File: src/rtl/spi_master.sv
// Byte-oriented SPI mode-0 master: one full-duplex byte per valid/ready handshake,
// with programmable sclk divider and slave-select setup/hold spacing.
module spi_master #(
   parameter int CLK_DIV  = 4,
   parameter int CS_SETUP = 2,
   parameter int CS_HOLD  = 2
) (
   input  logic       clk,
   input  logic       rst,
   input  logic [7:0] tx_data,
   input  logic       tx_valid,
   output logic       tx_ready,
   output logic [7:0] rx_data,
   output logic       rx_valid,
   output logic       busy,
   output logic       ss,
   output logic       sclk,
   output logic       mosi,
   input  logic       miso
);

   localparam logic [1:0] IDLE  = 2'd0;
   localparam logic [1:0] SETUP = 2'd1;
   localparam logic [1:0] SHIFT = 2'd2;
   localparam logic [1:0] HOLD  = 2'd3;

   localparam logic [7:0] DIV_LAST = 8'(CLK_DIV - 1);
   localparam logic [7:0] SETUP_LD = 8'(CS_SETUP);
   localparam logic [7:0] HOLD_LD  = 8'(CS_HOLD);
   localparam logic       FAST_DIV = 1'(CLK_DIV == 1);

   logic [1:0] state_r;
   logic [7:0] cnt_r;
   logic [7:0] div_r;
   logic [3:0] edge_r;
   logic [7:0] tx_sh_r;
   logic [7:0] rx_sh_r;

   assign tx_ready = (state_r == IDLE);
   assign busy     = (state_r != IDLE);

   // Frame sequencer: select, clock generation, shifting and completion pulse
   always_ff @(posedge clk or negedge rst) begin
      if (!rst) begin
         state_r  <= IDLE;
         cnt_r    <= 8'd0;
         div_r    <= 8'd0;
         edge_r   <= 4'd0;
         tx_sh_r  <= 8'd0;
         rx_sh_r  <= 8'd0;
         rx_data  <= 8'd0;
         rx_valid <= 1'b0;
         ss       <= 1'b1;
         sclk     <= 1'b0;
         mosi     <= 1'b0;
      end else begin
         rx_valid <= 1'b0;
         case (state_r)
            IDLE: begin
               if (tx_valid) begin
                  tx_sh_r <= tx_data;
                  rx_sh_r <= 8'd0;
                  ss      <= 1'b0;
                  mosi    <= tx_data[7];
                  cnt_r   <= SETUP_LD;
                  div_r   <= 8'd0;
                  edge_r  <= 4'd0;
                  state_r <= SETUP;
               end else begin
                  state_r <= IDLE;
               end
            end
            SETUP: begin
               // The last setup cycle is also the first cycle of the opening
               // half-period, so with a divide of 1 the first rise lands here.
               if (cnt_r == 8'd1) begin
                  state_r <= SHIFT;
                  if (FAST_DIV) begin
                     sclk    <= 1'b1;
                     edge_r  <= 4'd1;
                     div_r   <= 8'd0;
                     rx_sh_r <= {rx_sh_r[6:0], miso};
                  end else begin
                     div_r  <= 8'd1;
                     edge_r <= 4'd0;
                  end
               end else begin
                  cnt_r <= cnt_r - 8'd1;
               end
            end
            SHIFT: begin
               if (div_r == DIV_LAST) begin
                  div_r  <= 8'd0;
                  sclk   <= ~sclk;
                  edge_r <= edge_r + 4'd1;
                  if (!sclk) begin
                     rx_sh_r <= {rx_sh_r[6:0], miso};
                  end else if (edge_r == 4'd15) begin
                     cnt_r   <= HOLD_LD;
                     state_r <= HOLD;
                  end else begin
                     mosi    <= tx_sh_r[6];
                     tx_sh_r <= {tx_sh_r[6:0], 1'b0};
                  end
               end else begin
                  div_r <= div_r + 8'd1;
               end
            end
            HOLD: begin
               if (cnt_r == 8'd1) begin
                  ss       <= 1'b1;
                  rx_data  <= rx_sh_r;
                  rx_valid <= 1'b1;
                  mosi     <= 1'b0;
                  state_r  <= IDLE;
               end else begin
                  cnt_r <= cnt_r - 8'd1;
               end
            end
            default: begin
               state_r <= IDLE;
            end
         endcase
      end
   end

endmodule

File: config.mk
export PLATFORM = sky130hd
export DESIGN_NAME = spi_master
export DESIGN_NICKNAME = d
export VERILOG_FILES = /design/src/rtl/spi_master.sv
export SDC_FILE = /design/constraint.sdc
export NUM_CORES = 1
export LEC_CHECK = 0
export BUFFER_PORTS_ARGS = -buffer_cell sky130_fd_sc_hd__buf_2
export CAP_MARGIN = 15
export CELL_PAD_IN_SITES_DETAIL_PLACEMENT = 1
export CELL_PAD_IN_SITES_GLOBAL_PLACEMENT = 2
export CORE_ASPECT_RATIO = 0.9
export CORE_MARGIN = 4
export CORE_UTILIZATION = 30
export CTS_CLUSTER_DIAMETER = 50
export DETAILED_ROUTE_END_ITERATION = 10
export GPL_ROUTABILITY_DRIVEN = 0
export PLACE_DENSITY_LB_ADDON = 0.1
export SLEW_MARGIN = 20
export SYNTH_ARGS = -nofsm -noshare
export SYNTH_HDL_FRONTEND = slang
export SYNTH_SLANG_ARGS = --single-unit
File: constraint.sdc
create_clock -name clk -period 2.96 [get_ports clk]
set_input_delay 0.148 -clock clk [delete_from_list [all_inputs] [get_ports clk]]
set_output_delay 0.148 -clock clk [all_outputs]
set_load 0.02 [all_outputs]
==> impl_metrics.toml <==
[status]
status = "finished clean"

[floorplanning]
start_util_pct = 31.2
die_w_um = 108
rows = 32
die_h_um = 98.2
core_um2 = 8690
dieArea_um2 = 10600
num_io_pins = 26

[synthesis]
synth_common_cells = "dfrtp_1, nand2_1, mux2_2"
synth_area_per_cell_um2 = 10.1
synthArstFlopShare_pct = 100
synth.mux.area_fraction_pct = 10.6
synth_edf_count = 0
yosys.area.top_type = "dfrtp_1"
syn_nets = 288
post-synth-top-count-cell = "dfrtp_1"
syn-cell-area_um2 = 2710
synth.distinct_cells = 51
synth_top_area_share_pct = 44.3
yosys_warnings = 0
synth_cells = 268
seq_area_frac_synth_pct = 45.2
synth-seq-cells = 49
synthSimpleGateAreaFrac_pct = 16.7
synth_xor_area_share_pct = 0.323
synth-compound-area-share_pct = 19.0
synth_top_family_by_area = "compound AO/OA/AOI/OAI gates"
synth_flop_cell = "dfrtp_1"
synth-adder-area-share_pct = 3.69
yosys-top-cells-area = "dfrtp_1, mux2_2, ha_1"

[power_and_ir_drop]
power.density_nw_per_um2 = 390
seq_power_share_pct = 55.7
p_leak_nw = 1.47
switching_share_pct = 22.6
finalPower_mw = 1.22
p_sw_mw = 0.276
p_int_mw = 0.942
peakVddDrop_uv = 191
power_frac_comb_pct = 2.4
p_clk_share_pct = 42.0

[grt]
grt_overflow = 0
grt_pass1_vias = 2274
grt_use_total_pct = 13.5
grt_antenna_before_repair = 0
grt_pass1_wl_um = 11600
grt_max_degree = 44

[worst_setup_path]
crit_path_end_kind = "flop"
startpoint_type = "flop"
rr_startpoint = "div_r[0]$_DFFE_PN0P_"
required_ps = 3160
ff2ff_path_depth = 5
path_class = "reg2reg"
ff2ff_setup_slack_ps = 500
reg2reg_to = "mosi$_DFFE_PN0P_"
crit_arrival_ps = 2660
critPathMaxFanout = 8

[clock_network]
cts_max_path_buffers = 2
cts.repair.resized = 0
cts_tree = "built"
clockRootBuffer = "clkbuf_8"
clk_latency_ps = 310
cts.clk_slew.worst_paths_ps = 100
cts.htree.levels = 2
cts_made_buffers = 5
clock_sinks = 49

[sta]
slew_headroom_pct = 55.6
period_minus_slack_ps = 2460
fin_tns_setup_ps = 0
worst_pin_slew_ps = 666
rsz0062_at_grt = "false"
final_max_slew_viol_count = 0
setup_violations = 0
report.final.hold_viol_count = 0
hold_slack_ps = 67.3
fin_crit_sh_pct = 83.1
fmax_mhz = 406
clock_skew_ps = 11.6

[route]
wl_per_cell_um = 16.0
drc_errors = 0
dr.first_iter.drc_count = 48
via_count = 2137
dr.pass1.iters = 4
avgViaCountPerCell = 5.14
drtAntennaViolNets = 0
wl_um = 6670

[hold_path]
hold_start = "tx_data[0]"
hold_class = "in2reg"
min_to = "tx_sh_r[0]$_DFFE_PN0P_"
holdPathStages = 3

[job]
drv_cap = 0

[placement]
dp.cells = 407
port_buffers = 25
place_hpwl_um = 4620

[finish]
diodes = 0
multi_input_area_um2 = 1360
layout.nets = 316
drive_above_1_share_pct = 24.9
nFillCells = 1015
fin_util_pct = 36.0
seqCellArea_um2 = 1230
final_cells = 416
area_growth_pct = 15.2
==> flip-flops by register name, indices dropped and copies added, names as in the netlist <==
register	cells
mosi	1
rx_data	8
edge_r	4
sclk	1
rx_sh_r	8
cnt_r	8
ss	1
state_r	2
div_r	8
tx_sh_r	7
rx_valid	1
==> through the flow <==
step	setup WS [ps]	instance area, µm²
floorplan	610	2710
global placement	561	3000
detailed placement	507	3000
CTS	481	3130
global route	401	3130
finish	499	3130
==> logic make-up after synthesis <==
group / count (synthesis)
buf+inv: 30
compound gates: 66
mux: 26
simple gates: 88
flops: 49
xor+xnor: 1
fa+ha+maj: 8
==> area by class of cell <==
type / count / share of cell area, %
inverter: 14 / 1.68
tap: 119 / 4.76
timing repair buffer: 37 / 6.97
multi-input combinational: 189 / 43.6
sequential: 49 / 39.3
clock inverter: 3 / 1.52
clock buffer: 5 / 2.20
==> layout by cell type (no fill, tap or decap), types with 2 or more instances in the layout <==
cell type / instances
a21oi_1: 2
and3_1: 3
or2_2: 5
o31a_1: 2
o211ai_1: 13
nand2b_1: 3
nor4_1: 2
dfrtp_1: 48
ha_1: 8
clkbuf_8: 5
inv_6: 2
a221o_1: 3
inv_1: 14
mux2_2: 20
o21ai_0: 11
o211a_1: 2
o22ai_1: 2
mux2i_1: 5
buf_4: 11
nand2_1: 24
a21boi_0: 2
buf_2: 25
nand3_1: 18
nor2_1: 11
nor2b_1: 4
or3b_2: 2
a22o_1: 4
or4_1: 2
nor3b_1: 2
nor3_1: 5
a211oi_1: 6
a211o_1: 2
nand4_1: 2
o311ai_0: 3
o31ai_1: 6
==> worst max-delay path: stages (launching register included) <==
cell	delay [ps]
dfrtp_1	410
ha_1	220
or3b_2	560
o41a_1	510
a2111oi_4	300
mux2_1	350
==> routing by layer <==
layer / share of wire, % / vias up / global-route usage, % / wire, µm
li1: - / 1040 / - / -
met5: 0 / - / 0 / 0
met3: 2.7 / 4 / 2.45 / 182
met1: 50 / 1061 / 19.4 / 3370
met4: 0.76 / 0 / 3.20 / 51
met2: 46 / 32 / 21.2 / 3070
==> how the worst max path moves through the flow <==
| stage | cells past startpoint | end | slack [ps] | startpoint |
|---|---|---|---|---|
| after CTS | 5 | mosi$_DFFE_PN0P_ | 480 | div_r[0]$_DFFE_PN0P_ |
| after floorplan | 6 | mosi$_DFFE_PN0P_ | 610 | div_r[0]$_DFFE_PN0P_ |
| after global routing | 5 | mosi$_DFFE_PN0P_ | 400 | div_r[0]$_DFFE_PN0P_ |
| after detailed placement | 5 | mosi$_DFFE_PN0P_ | 510 | div_r[0]$_DFFE_PN0P_ |
| final | 5 | mosi$_DFFE_PN0P_ | 500 | div_r[0]$_DFFE_PN0P_ |
| after global placement | 4 | mosi$_DFFE_PN0P_ | 560 | div_r[5]$_DFFE_PN0P_ |
==> power groups by stage <==
stage,logic [mW],clock network (mW),registers [mW]
2_1_floorplan,0.00523,0,0.690
4_1_cts,0.0308,0.538,0.678
3_3_place_gp,0.0295,0,0.691
3_5_place_dp,0.0296,0,0.691
5_1_grt,0.0344,0.562,0.679
6_report,0.0290,0.511,0.678
==> repair_timing <==
| item | in CTS | in global routing |
|---|---|---|
| setup buffers | 0 | 0 |
| endpoints found under the hold margin | 26 | 0 |
| hold buffers | 1 | 0 |
No activity file was read; power rests on OpenSTA's default activity.
